[config.mk]
export PLATFORM = sky130hd
export DESIGN_NAME = ram_arb2_flat
export DESIGN_NICKNAME = d
export VERILOG_FILES = /design/src/rtl/ram_arb2_pkg.sv /design/src/rtl/ram_arb2_if.sv /design/src/rtl/ram_arb2_rr_arb2.sv /design/src/rtl/ram_arb2.sv /design/src/flat_wrapper.sv
export SDC_FILE = /design/constraint.sdc
export NUM_CORES = 1
export LEC_CHECK = 0
export ABC_AREA = 1
export CAP_MARGIN = 20
export CORE_MARGIN = 2
export CORE_UTILIZATION = 36
export CTS_BUF_LIST = sky130_fd_sc_hd__clkbuf_8
export DETAILED_ROUTE_END_ITERATION = 16
export PLACE_DENSITY_LB_ADDON = 0.05
export SLEW_MARGIN = 5
export SYNTH_ARGS = -nofsm -noshare
export SYNTH_HDL_FRONTEND = slang
export SYNTH_HIERARCHICAL = 1
export SYNTH_SLANG_ARGS = --single-unit
export TNS_END_PERCENT = 50
[constraint.sdc]
create_clock -name clk -period 2.5 [get_ports clk]
set_clock_uncertainty 0.1 [all_clocks]
set_input_delay 0.25 -clock clk [delete_from_list [all_inputs] [get_ports clk]]
set_output_delay 0.25 -clock clk [all_outputs]
set_load 0.05 [all_outputs]
[src/rtl/ram_arb2_pkg.sv]
// ram_arb_pkg: shared definitions for the two-requester RAM controller.
//   ADDR_W_DEF / DATA_W_DEF : default RAM address / data widths
//   DEPTH                   : number of RAM words covered by the zero-fill
//   state_e                 : controller states (zero-fill, normal service)
//   RW_READ / RW_WRITE      : encodings of the rw pins on both sides
package ram_arb_pkg;

  localparam int ADDR_W_DEF = 32'd8;
  localparam int DATA_W_DEF = 32'd32;
  localparam int DEPTH      = 32'd256;

  typedef enum logic [0:0] {
    ST_INIT = 1'b0,
    ST_RUN  = 1'b1
  } state_e;

  localparam logic RW_READ  = 1'b0;
  localparam logic RW_WRITE = 1'b1;

endpackage

[src/rtl/ram_arb2_if.sv]
// ram_arb2_if: one requester's request/response channel to the RAM controller.
//   valid/ready    : request handshake (transfer when both high at posedge)
//   rw/adrs/wdata  : access type, word address, write data
//   rsp_valid      : one-cycle pulse carrying read data for an accepted read
//   rsp_rdata      : read data, zero whenever rsp_valid is low
// Modports: master = requester side, slave = controller side.
interface ram_arb2_if
  import ram_arb_pkg::*;
#(
  parameter int ADDR_W = ADDR_W_DEF,
  parameter int DATA_W = DATA_W_DEF
);

  logic              valid;
  logic              ready;
  logic              rw;
  logic [ADDR_W-1:0] adrs;
  logic [DATA_W-1:0] wdata;
  logic              rsp_valid;
  logic [DATA_W-1:0] rsp_rdata;

  modport master (
    output valid, rw, adrs, wdata,
    input  ready, rsp_valid, rsp_rdata
  );

  modport slave (
    input  valid, rw, adrs, wdata,
    output ready, rsp_valid, rsp_rdata
  );

endinterface

[src/rtl/ram_arb2_rr_arb2.sv]
// rr_arb2: two-way round-robin arbiter.
//   clk, rst : clock and synchronous active-high reset
//   req[1:0] : request bits, one per requester
//   adv      : when high, a grant this cycle moves priority to the other side
//   gnt[1:0] : one-hot grant, combinational from req and the priority pointer
module rr_arb2 (
  input  logic       clk,
  input  logic       rst,
  input  logic [1:0] req,
  input  logic       adv,
  output logic [1:0] gnt
);

  // 0: requester 0 wins a tie, 1: requester 1 wins a tie
  logic prio_r;

  // Grant select: a lone request always wins, a tie goes to the priority holder.
  always_comb begin
    gnt = 2'b00;
    case (req)
      2'b01:   gnt = 2'b01;
      2'b10:   gnt = 2'b10;
      2'b11:   gnt = prio_r ? 2'b10 : 2'b01;
      default: gnt = 2'b00;
    endcase
  end

  // Priority pointer: after serving one side, the other side holds priority.
  always_ff @(posedge clk) begin
    if (rst) begin
      prio_r <= 1'b0;
    end else if (adv && (gnt != 2'b00)) begin
      prio_r <= gnt[0];
    end else begin
      prio_r <= prio_r;
    end
  end

endmodule

[src/rtl/ram_arb2.sv]
// ram_arb2: controller for a single-port synchronous RAM shared by two requesters.
// After reset it zero-fills every word (if INIT_EN), then grants one access per
// cycle with round-robin fairness; read data returns exactly one cycle later.
//   clk, rst          : clock, synchronous active-high reset
//   req0, req1        : requester channels (ram_arb2_if slave side)
//   init_done         : high once the zero-fill is complete
//   ram_cs            : RAM chip select, active-low
//   ram_rw            : RAM access type (0 read, 1 write)
//   ram_adrs          : RAM word address
//   ram_data_in       : RAM write data
//   ram_data_out      : RAM registered read data
module ram_arb2
  import ram_arb_pkg::*;
#(
  parameter int ADDR_W  = ADDR_W_DEF,
  parameter int DATA_W  = DATA_W_DEF,
  parameter bit INIT_EN = 1'b1
)(
  input  logic              clk,
  input  logic              rst,
  ram_arb2_if.slave         req0,
  ram_arb2_if.slave         req1,
  output logic              init_done,
  output logic              ram_cs,
  output logic              ram_rw,
  output logic [ADDR_W-1:0] ram_adrs,
  output logic [DATA_W-1:0] ram_data_in,
  input  logic [DATA_W-1:0] ram_data_out
);

  localparam logic [ADDR_W-1:0] FILL_LAST = {ADDR_W{1'b1}};
  localparam logic [ADDR_W-1:0] ADR_ONE   = {{(ADDR_W-1){1'b0}}, 1'b1};

  state_e            state_r;
  logic [ADDR_W-1:0] cnt_r;
  logic              init_done_r;
  logic [1:0]        pend_r;
  logic              run_s;
  logic [1:0]        req_s;
  logic [1:0]        gnt_s;
  logic              hold_rw_r;
  logic [ADDR_W-1:0] hold_adrs_r;
  logic [DATA_W-1:0] hold_data_r;

  // Requests only reach the arbiter in the run state and outside reset, so
  // ready is low during the fill and while rst is asserted.
  always_comb begin
    run_s = (state_r == ST_RUN) && !rst;
    req_s = {req1.valid, req0.valid} & {2{run_s}};
  end

  rr_arb2 u_arb (
    .clk (clk),
    .rst (rst),
    .req (req_s),
    .adv (run_s),
    .gnt (gnt_s)
  );

  // Handshake and read-response outputs; rst suppresses an in-flight response.
  always_comb begin
    req0.ready     = gnt_s[0];
    req1.ready     = gnt_s[1];
    req0.rsp_valid = pend_r[0] & ~rst;
    req1.rsp_valid = pend_r[1] & ~rst;
    if (req0.rsp_valid) begin
      req0.rsp_rdata = ram_data_out;
    end else begin
      req0.rsp_rdata = {DATA_W{1'b0}};
    end
    if (req1.rsp_valid) begin
      req1.rsp_rdata = ram_data_out;
    end else begin
      req1.rsp_rdata = {DATA_W{1'b0}};
    end
  end

  // RAM pin mux: fill writes, granted access, or idle with the last values held.
  always_comb begin
    ram_cs      = 1'b1;
    ram_rw      = hold_rw_r;
    ram_adrs    = hold_adrs_r;
    ram_data_in = hold_data_r;
    if (rst) begin
      ram_cs      = 1'b1;
      ram_rw      = RW_READ;
      ram_adrs    = {ADDR_W{1'b0}};
      ram_data_in = {DATA_W{1'b0}};
    end else if (state_r == ST_INIT) begin
      ram_cs      = 1'b0;
      ram_rw      = RW_WRITE;
      ram_adrs    = cnt_r;
      ram_data_in = {DATA_W{1'b0}};
    end else if (gnt_s[0]) begin
      ram_cs      = 1'b0;
      ram_rw      = req0.rw;
      ram_adrs    = req0.adrs;
      ram_data_in = req0.wdata;
    end else if (gnt_s[1]) begin
      ram_cs      = 1'b0;
      ram_rw      = req1.rw;
      ram_adrs    = req1.adrs;
      ram_data_in = req1.wdata;
    end else begin
      ram_cs      = 1'b1;
    end
  end

  // Hold registers: remember what was last driven so idle cycles keep the pins steady.
  always_ff @(posedge clk) begin
    if (rst) begin
      hold_rw_r   <= RW_READ;
      hold_adrs_r <= {ADDR_W{1'b0}};
      hold_data_r <= {DATA_W{1'b0}};
    end else begin
      hold_rw_r   <= ram_rw;
      hold_adrs_r <= ram_adrs;
      hold_data_r <= ram_data_in;
    end
  end

  // Controller FSM: fill counter, init_done flag and read-pending bits.
  always_ff @(posedge clk) begin
    if (rst) begin
      state_r     <= INIT_EN ? ST_INIT : ST_RUN;
      cnt_r       <= {ADDR_W{1'b0}};
      init_done_r <= ~INIT_EN;
      pend_r      <= 2'b00;
    end else begin
      // The RAM returns data for a read on the edge it was accepted, so the
      // response is flagged for exactly the following cycle.
      pend_r <= {gnt_s[1] & (req1.rw == RW_READ), gnt_s[0] & (req0.rw == RW_READ)};
      case (state_r)
        ST_INIT: begin
          // Counter parks at the last address rather than wrapping.
          if (cnt_r == FILL_LAST) begin
            state_r     <= ST_RUN;
            init_done_r <= 1'b1;
          end else begin
            cnt_r <= cnt_r + ADR_ONE;
          end
        end
        ST_RUN: begin
          state_r <= ST_RUN;
        end
        default: begin
          state_r <= ST_INIT;
        end
      endcase
    end
  end

  assign init_done = init_done_r;

endmodule

[src/flat_wrapper.sv]
// flat-port wrapper written by rule: the top's interface ports become plain ports
module ram_arb2_flat import ram_arb_pkg::*;
#(
  parameter int ADDR_W  = ADDR_W_DEF,
  parameter int DATA_W  = DATA_W_DEF,
  parameter bit INIT_EN = 1'b1
)
  (clk, rst, init_done, ram_cs, ram_rw, ram_adrs, ram_data_in, ram_data_out, req0_valid, req0_rw, req0_adrs, req0_wdata, req0_ready, req0_rsp_valid, req0_rsp_rdata, req1_valid, req1_rw, req1_adrs, req1_wdata, req1_ready, req1_rsp_valid, req1_rsp_rdata);
  ram_arb2_if #(.ADDR_W(ADDR_W), .DATA_W(DATA_W)) req0_i ();
  ram_arb2_if #(.ADDR_W(ADDR_W), .DATA_W(DATA_W)) req1_i ();
  input  logic clk;
  input  logic rst;
  output logic init_done;
  output logic ram_cs;
  output logic ram_rw;
  output logic [ADDR_W-1:0] ram_adrs;
  output logic [DATA_W-1:0] ram_data_in;
  input  logic [DATA_W-1:0] ram_data_out;
  input wire logic [$bits(req0_i.valid)-1:0] req0_valid;
  input wire logic [$bits(req0_i.rw)-1:0] req0_rw;
  input wire logic [$bits(req0_i.adrs)-1:0] req0_adrs;
  input wire logic [$bits(req0_i.wdata)-1:0] req0_wdata;
  output wire logic [$bits(req0_i.ready)-1:0] req0_ready;
  output wire logic [$bits(req0_i.rsp_valid)-1:0] req0_rsp_valid;
  output wire logic [$bits(req0_i.rsp_rdata)-1:0] req0_rsp_rdata;
  input wire logic [$bits(req1_i.valid)-1:0] req1_valid;
  input wire logic [$bits(req1_i.rw)-1:0] req1_rw;
  input wire logic [$bits(req1_i.adrs)-1:0] req1_adrs;
  input wire logic [$bits(req1_i.wdata)-1:0] req1_wdata;
  output wire logic [$bits(req1_i.ready)-1:0] req1_ready;
  output wire logic [$bits(req1_i.rsp_valid)-1:0] req1_rsp_valid;
  output wire logic [$bits(req1_i.rsp_rdata)-1:0] req1_rsp_rdata;
  assign req0_i.valid = req0_valid;
  assign req0_i.rw = req0_rw;
  assign req0_i.adrs = req0_adrs;
  assign req0_i.wdata = req0_wdata;
  assign req0_ready = req0_i.ready;
  assign req0_rsp_valid = req0_i.rsp_valid;
  assign req0_rsp_rdata = req0_i.rsp_rdata;
  assign req1_i.valid = req1_valid;
  assign req1_i.rw = req1_rw;
  assign req1_i.adrs = req1_adrs;
  assign req1_i.wdata = req1_wdata;
  assign req1_ready = req1_i.ready;
  assign req1_rsp_valid = req1_i.rsp_valid;
  assign req1_rsp_rdata = req1_i.rsp_rdata;
  ram_arb2 #(.ADDR_W(ADDR_W), .DATA_W(DATA_W), .INIT_EN(INIT_EN)) u_core (.clk(clk), .rst(rst), .req0(req0_i), .req1(req1_i), .init_done(init_done), .ram_cs(ram_cs), .ram_rw(ram_rw), .ram_adrs(ram_adrs), .ram_data_in(ram_data_in), .ram_data_out(ram_data_out));
endmodule
==> results of run 1 <==
## routing by layer
metal	GRT usage (%)	vias up
li1	-	2057
met1	29.1	1883
met2	45.1	151
met3	4.64	14
met4	5.58	0
met5	0	-
## registers in the layout, summed over array words and instances, names as in the netlist
signal / cells
u_core/hold_adrs_r: 8
u_core/hold_data_r: 32
u_core/state_r: 1
u_core/u_arb/prio_r: 1
u_core/cnt_r: 8
u_core/init_done: 1
u_core/pend_r: 2
u_core/hold_rw_r: 1
## power by group through the flow
stage / Combinational [mW] / Sequential (mW) / Clock [mW]
final: 0.273 / 0.873 / 0.610
after global routing: 0.293 / 0.875 / 0.656
after CTS: 0.274 / 0.873 / 0.626
after detailed placement: 0.272 / 0.893 / 0
after global placement: 0.268 / 0.893 / 0
after floorplan: 0.0638 / 0.891 / 0
## area by class of cell
class / instances / area, µm²
multi-input combinational: 323 / 1720
sequential: 54 / 1080
tap: 108 / 135
clock inverter: 3 / 48.8
inverter: 111 / 425
timing repair buffer: 252 / 3130
clock buffer: 5 / 68.8
fill: 676 / 2150
## critical path, delay by kind of cell, from the launching register on
family          cells  cell delay (ns)
buf+inv             4             0.64
compound gates      3             0.62
simple gates        2             0.15
flops               1             0.34
## worst max path at each step
stage | startpoint | endpoint | slack [ns] | depth (start not counted)
after floorplan | rst | ram_rw | -0.14 | 10
after global placement | rst | ram_adrs[5] | -0.03 | 11
after detailed placement | rst | ram_adrs[5] | -0.10 | 11
after CTS | rst | ram_data_in[7] | 0.02 | 13
after global routing | u_core/state_r | ram_data_in[31] | -0.01 | 11
final | u_core/state_r | ram_adrs[2] | 0.09 | 9
## timing repair
| item | CTS | global route |
|---|---|---|
| pin swaps | 1 | 4 |
| setup endpoints to repair | 26 | 40 |
| setup buffers | 0 | 5 |
| resized for setup | 6 | 13 |
## synth_stat cells
| master | number | share of area [%] |
|---|---|---|
| a21boi_0 | 1 | 0.23 |
| clkbuf_1 | 5 | 0.57 |
| buf_6 | 3 | 1.0 |
| dfxtp_1 | 54 | 33 |
| nand3_1 | 44 | 6.7 |
| nor2_1 | 88 | 10 |
| nand2_1 | 100 | 11 |
| a21boi_1 | 1 | 0.23 |
| o211ai_2 | 19 | 7.3 |
| ha_1 | 1 | 0.38 |
| buf_4 | 3 | 0.69 |
| o21a_1 | 2 | 0.46 |
| o21ai_0 | 6 | 0.92 |
| nor3_1 | 3 | 0.46 |
| inv_1 | 106 | 12 |
| o211ai_1 | 18 | 4.1 |
| a21oi_2 | 1 | 0.27 |
| inv_2 | 4 | 0.46 |
| or2_2 | 5 | 0.95 |
| a21oi_1 | 32 | 4.9 |
| o31ai_1 | 1 | 0.23 |
| nand4_1 | 1 | 0.19 |
| clkinv_1 | 1 | 0.11 |
| buf_2 | 20 | 3.1 |
| buf_1 | 1 | 0.11 |
## metrics by stage
step                      hold WS, ns  std cells  utilization, %
after floorplan                 0.212        520               -
after global placement          0.352        843            72.7
after detailed placement        0.371        843            72.7
after CTS                       0.401        851            74.2
after global routing            0.345        856            75.4
final                           0.326        856            75.4
## cell families (layout without fill, tap and decap cells)
kind of cell	after synthesis	in the layout	share of synthesized area, %
AO/OA/AOI/OAI	81	81	18.6
adder cells (fa/ha/maj)	1	1	0.382
buffers and inverters	143	371	18.2
flip-flops	54	54	33.0
AND/OR/NAND/NOR	241	241	29.9
==> impl_metrics.env, run 1 <==
export IMPL_peakVddDrop_mv=0.338
export IMPL_startpoint_type="register"
export IMPL_start_util_pct=37.4
export IMPL_cts_buffers=5
export IMPL_htreeDepth=2
export IMPL_wl_met2_um=6360
export IMPL_place_gp_congestion=0.851
export IMPL_ios=229
export IMPL_reg2reg_to="u_core/hold_adrs_r[5]"
export IMPL_num_rows=34
export IMPL_crit_top_cell="buf_4"
export IMPL_hpwl_um=10200
export IMPL_grt_pass1_wl_um=19500
export IMPL_worstPathCellList="nand2_2 -> nor2_1 -> buf_4 -> a21boi_4 -> clkinv_4 -> buf_12 -> o211ai_1 -> a21oi_4 -> buf_4"
export IMPL_finalSetupViolCount=0
export IMPL_critPathCaptureType="output port"
export IMPL_drt_initial_drc_count=131
export IMPL_r2r_cells=9
export IMPL_p_leak_nw=3.51
export IMPL_cts_hold_buffers=0
export IMPL_hold_viol_final=0
export IMPL_status="completed"
export IMPL_clockBufferDepth=2
export IMPL_routedWlPerCell_um=14.7
export IMPL_worst_slew_pin_transition_ns=0.497
export IMPL_power_mw=1.76
export IMPL_crit_path_max_incr_delay_ns=0.34
export IMPL_clock_sinks=54
export IMPL_syn_avg_cell_area_um2=6.30
export IMPL_tritoncts="done"
export IMPL_die_h_um=99.4
export IMPL_place_ws_ns=-0.102
export IMPL_routedLengthMet1_um=5110
export IMPL_drt_total_wl_um=12600
export IMPL_drive_gt1_share_pct=27.7
export IMPL_antenna_cells=0
export IMPL_clk_pin_slew_worst_paths_ns=0.10
export IMPL_drtPass1Iterations=4
export IMPL_power_internal_mw=1.36
export IMPL_worst_slack_ns=0.0890
export IMPL_synth_fp_nets=639
export IMPL_antenna_found_initial=0
export IMPL_worst_path_max_delay_cell="dfxtp_2"
export IMPL_worstPathRequired_ns=2.15
export IMPL_drcViolationCount=0
export IMPL_finalCritPeriodShare_pct=96.4
export IMPL_p_clk_share_pct=34.7
export IMPL_syn2layout_area_growth_pct=102
export IMPL_maxUsedRoutingLayer="met4"
export IMPL_tns_ns=0
export IMPL_portBuffers=228
export IMPL_timing_fmax_mhz=415
export IMPL_dieWidth_um=99.4
export IMPL_switchingPower_mw=0.401
export IMPL_syn_instance_count=520
export IMPL_r2r_slack_ns=0.56
export IMPL_final_cell_mix="clkdlybuf4s50_1, nand2_1, nor2_1"
export IMPL_hold_end="u_core/cnt_r[4]"
export IMPL_grt_usage_pct=24.4
export IMPL_postLayoutCellArea_um2=6610
export IMPL_ant_nets=0
export IMPL_maxCapViolations=0
export IMPL_timing_rr_start="u_core/state_r"
export IMPL_cp_max_fo=5
export IMPL_hp_class="in -> reg"
export IMPL_vias_per_cell=4.80
export IMPL_clock_latency_ns=0.31
export IMPL_grt_pass1_vias=3931
export IMPL_final_nets=866
export IMPL_yosysSeqAreaShare_pct=33.0
export IMPL_synth_cell_types=25
export IMPL_critPathKind="reg -> out"
export IMPL_fin_crit_ns=2.41
export IMPL_pwr_share_comb_pct=15.6
export IMPL_coreArea_um2=8760
export IMPL_relSlewSlack_pct=66.8
export IMPL_switching_share_pct=22.8
export IMPL_synth_seq_cells=54
export IMPL_dieArea_um2=9880
export IMPL_grt_overflow=0
export IMPL_syn_cell_area_um2=3280
export IMPL_worst_hold_path_num_cells=5
export IMPL_hp_start="rst"
export IMPL_sequentialPowerShare_pct=49.7
export IMPL_root_buffer="clkbuf_8"
export IMPL_num_vias=4105
export IMPL_power_density_nw_per_um2=266
export IMPL_wl_met3_um=880
export IMPL_layout_commonest_cell="clkdlybuf4s50_1"
export IMPL_grt_max_degree=48
export IMPL_yosysWarnings=6
export IMPL_slew_violations=0
export IMPL_arrival_ns=2.06
export IMPL_dpl_cell_area_um2=6370
Note: power is estimated with default switching activity, not from simulation.
==> inputs of run 2 (changes only) <==
SLEW_MARGIN = default   (was 5)
==> results of run 2 <==
Final layout, timing and power as in run 1 (identical DEF).
==> inputs of run 3 (changes only) <==
ABC_CLOCK_PERIOD_IN_PS = 2600   (was default)
CORE_UTILIZATION = 37   (was 36)
SYNTH_HIERARCHICAL = default   (was 1)
clock period = 2.6 ns   (was 2.5 ns; I/O delays follow)
==> run 3 against run 2 <==
Sequential power fell by 3.9%. Non-clock buffer count decreased by 10. Flip-flop and latch count stayed put. Area after synthesis up 3.4%. Cell count is 6.8% higher. Hold slack gained 0.069 ns. Core utilization up 3.7 points. Critical path type is now in -> out.
==> impl_metrics.env, run 3 <==
export IMPL_status="completed"
export IMPL_dieWidth_um=99.7
export IMPL_ios=229
export IMPL_drive_gt1_share_pct=18.5
export IMPL_rsz0062_at_grt="false"
export IMPL_crit_path_max_incr_delay_ns=0.49
export IMPL_fin_crit_ns=2.35
export IMPL_hold_viol_final=0
export IMPL_dpl_cell_area_um2=6870
export IMPL_ant_nets=0
export IMPL_grt_max_degree=45
export IMPL_power_density_nw_per_um2=230
export IMPL_switchingPower_mw=0.388
export IMPL_synthTopCellsByCount="inv_1, nand2_1, nand3_1"
export IMPL_synth_cell_types=24
export IMPL_grt_pass1_wl_um=20000
export IMPL_reg2reg_to="u_core.cnt_r[3]"
export IMPL_largest_reg_flops=32
export IMPL_start_util_pct=38.5
export IMPL_timing_fmax_mhz=425
export IMPL_die_h_um=99.7
export IMPL_nFillCells=629
export IMPL_startpoint_type="primary input"
export IMPL_synth_edf_count=0
export IMPL_final_nets=924
export IMPL_arrival_ns=1.99
export IMPL_syn_cell_area_um2=3390
export IMPL_layout_commonest_cell="inv_1"
export IMPL_synth_most_common_cell="inv_1"
export IMPL_drtPass1Iterations=5
export IMPL_peakVddDrop_mv=0.313
export IMPL_pwr_share_comb_pct=16.7
export IMPL_vias_per_cell=4.69
export IMPL_tritoncts="done"
export IMPL_place_gp_congestion=0.854
export IMPL_hp_start="u_core.init_done"
export IMPL_sequentialPowerShare_pct=52.3
export IMPL_hold_end="u_core.init_done"
export IMPL_yosysSeqAreaShare_pct=31.9
export IMPL_postCtsSetupRepairBufs=0
export IMPL_cp_max_fo=30
export IMPL_critPathCaptureType="output port"
export IMPL_grt_usage_pct=25.0
export IMPL_antenna_cells=0
export IMPL_cts_hold_buffers=0
export IMPL_async_reset_ff_share_pct=0
export IMPL_synth_top_area_share_pct=31.9
export IMPL_r2r_cells=9
export IMPL_htreeDepth=2
export IMPL_clk_pin_slew_worst_paths_ns=0.11
export IMPL_ys_flop_type="dfxtp_1"
export IMPL_switching_share_pct=24.2
export IMPL_slew_violations=0
export IMPL_critPathKind="in -> out"
export IMPL_p_clk_share_pct=31.0
export IMPL_grt_pass1_vias=4002
export IMPL_cts_buffers=5
export IMPL_final_cell_mix="inv_1, nand2_1, clkdlybuf4s50_1"
export IMPL_coreArea_um2=8810
export IMPL_grt_overflow=0
export IMPL_startpoint="rst"
export IMPL_r2r_slack_ns=0.87
export IMPL_worst_path_max_delay_cell="clkdlybuf4s50_1"
export IMPL_synth_area_leader_cell="dfxtp_1"
export IMPL_worst_slew_pin_transition_ns=0.502
export IMPL_dieArea_um2=9940
export IMPL_hp_class="reg -> reg"
export IMPL_tns_ns=0
export IMPL_yosysWarnings=0
export IMPL_finalSetupViolCount=0
export IMPL_yosys_top_cells_area="dfxtp_1, inv_1, nand2_1"
export IMPL_p_leak_nw=3.72
export IMPL_drt_total_wl_um=12800
export IMPL_ctsResizeCount=0
export IMPL_clockBufferDepth=2
export IMPL_hpwl_um=10300
export IMPL_num_rows=34
export IMPL_syn2layout_area_growth_pct=106
export IMPL_postLayoutCellArea_um2=6970
export IMPL_top_regs="u_core.hold_data_r (32), u_core.cnt_r (8), u_core.hold_adrs_r (8)"
export IMPL_relSlewSlack_pct=66.4
export IMPL_synth_fp_nets=704
export IMPL_maxCapViolations=0
export IMPL_worst_hold_path_num_cells=1
export IMPL_drcViolationCount=0
export IMPL_finalCritPeriodShare_pct=90.5
export IMPL_antenna_found_initial=0
export IMPL_top_register="u_core.hold_data_r"
export IMPL_portBuffers=228
export IMPL_syn_instance_count=585
export IMPL_worstPathCellList="clkdlybuf4s50_1 -> nor2_4 -> nand3_2 -> buf_12 -> inv_2 -> nand2_1 -> nand3_1 -> nand2_1 -> inv_1 -> buf_12"
export IMPL_syn_avg_cell_area_um2=5.79
export IMPL_root_buffer="clkbuf_8"
export IMPL_num_vias=4290
export IMPL_drt_initial_drc_count=177
export IMPL_clock_sinks=54
export IMPL_timing_rr_start="u_core.cnt_r[1]"
export IMPL_routedWlPerCell_um=14.0
export IMPL_power_internal_mw=1.22
export IMPL_synth_seq_cells=54
export IMPL_worstPathRequired_ns=2.24
export IMPL_clock_latency_ns=0.31
==> run 3: stage by stage <==
stage,total power [mW],setup WS (ns),hold WS (ns),cells,util [%]
floorplan,0.915,0.381,0.314,585,-
global placement,1.12,0.309,0.354,906,78.0
detailed placement,1.12,0.246,0.367,906,78.0
CTS,1.61,0.240,0.396,914,79.2
global route,1.67,0.120,0.420,914,79.2
finish,1.60,0.246,0.394,914,79.2
==> run 3: worst max-delay path by stage <==
stage                        to  cells after the start  slack (ns)
global route        ram_adrs[0]                     10        0.12
detailed placement  ram_adrs[2]                     10        0.25
floorplan                ram_rw                      8        0.38
finish              ram_adrs[2]                     10        0.25
global placement         ram_rw                      9        0.31
CTS                 ram_adrs[2]                     10        0.24
==> run 3: power by group through the flow <==
stage / clock [mW] / sequential (mW) / combinational [mW]
CTS: 0.505 / 0.839 / 0.268
global placement: 0 / 0.857 / 0.262
detailed placement: 0 / 0.858 / 0.266
finish: 0.497 / 0.839 / 0.267
global route: 0.538 / 0.840 / 0.287
floorplan: 0 / 0.856 / 0.0591
==> run 3: logic make-up (layout without fill, tap and decap cells) <==
family | after synthesis | count (layout) | share of synthesized area, %
compound gates | 18 | 18 | 2.84
xor+xnor | 1 | 1 | 0.259
fa+ha+maj | 1 | 1 | 0.369
buf+inv | 176 | 397 | 20.8
flops | 54 | 54 | 31.9
simple gates | 335 | 335 | 43.9
==> run 3: area by class of cell <==
| cell class | instances | area [µm²] | share of cell area [%] |
|---|---|---|---|
| Sequential cell | 54 | 1080 | 15.5 |
| Multi-Input combinational cell | 355 | 1600 | 23.0 |
| Inverter | 147 | 552 | 7.92 |
| Timing Repair Buffer | 242 | 3500 | 50.2 |
| Tap cell | 108 | 135 | 1.94 |
| Clock buffer | 5 | 68.8 | 0.987 |
| Clock inverter | 3 | 28.8 | 0.413 |
==> run 3: critical path, delay by kind of cell <==
family | cells | cell delay, ns
buf+inv | 5 | 1.11
simple gates | 5 | 0.60
==> run 3: metal layers <==
layer	GRT usage, %	up-vias	routed length [µm]
met5	0	-	0
met4	8.75	0	374
met3	4.29	24	862
met2	47.2	173	6680
met1	28.1	1938	4870
li1	-	2155	-
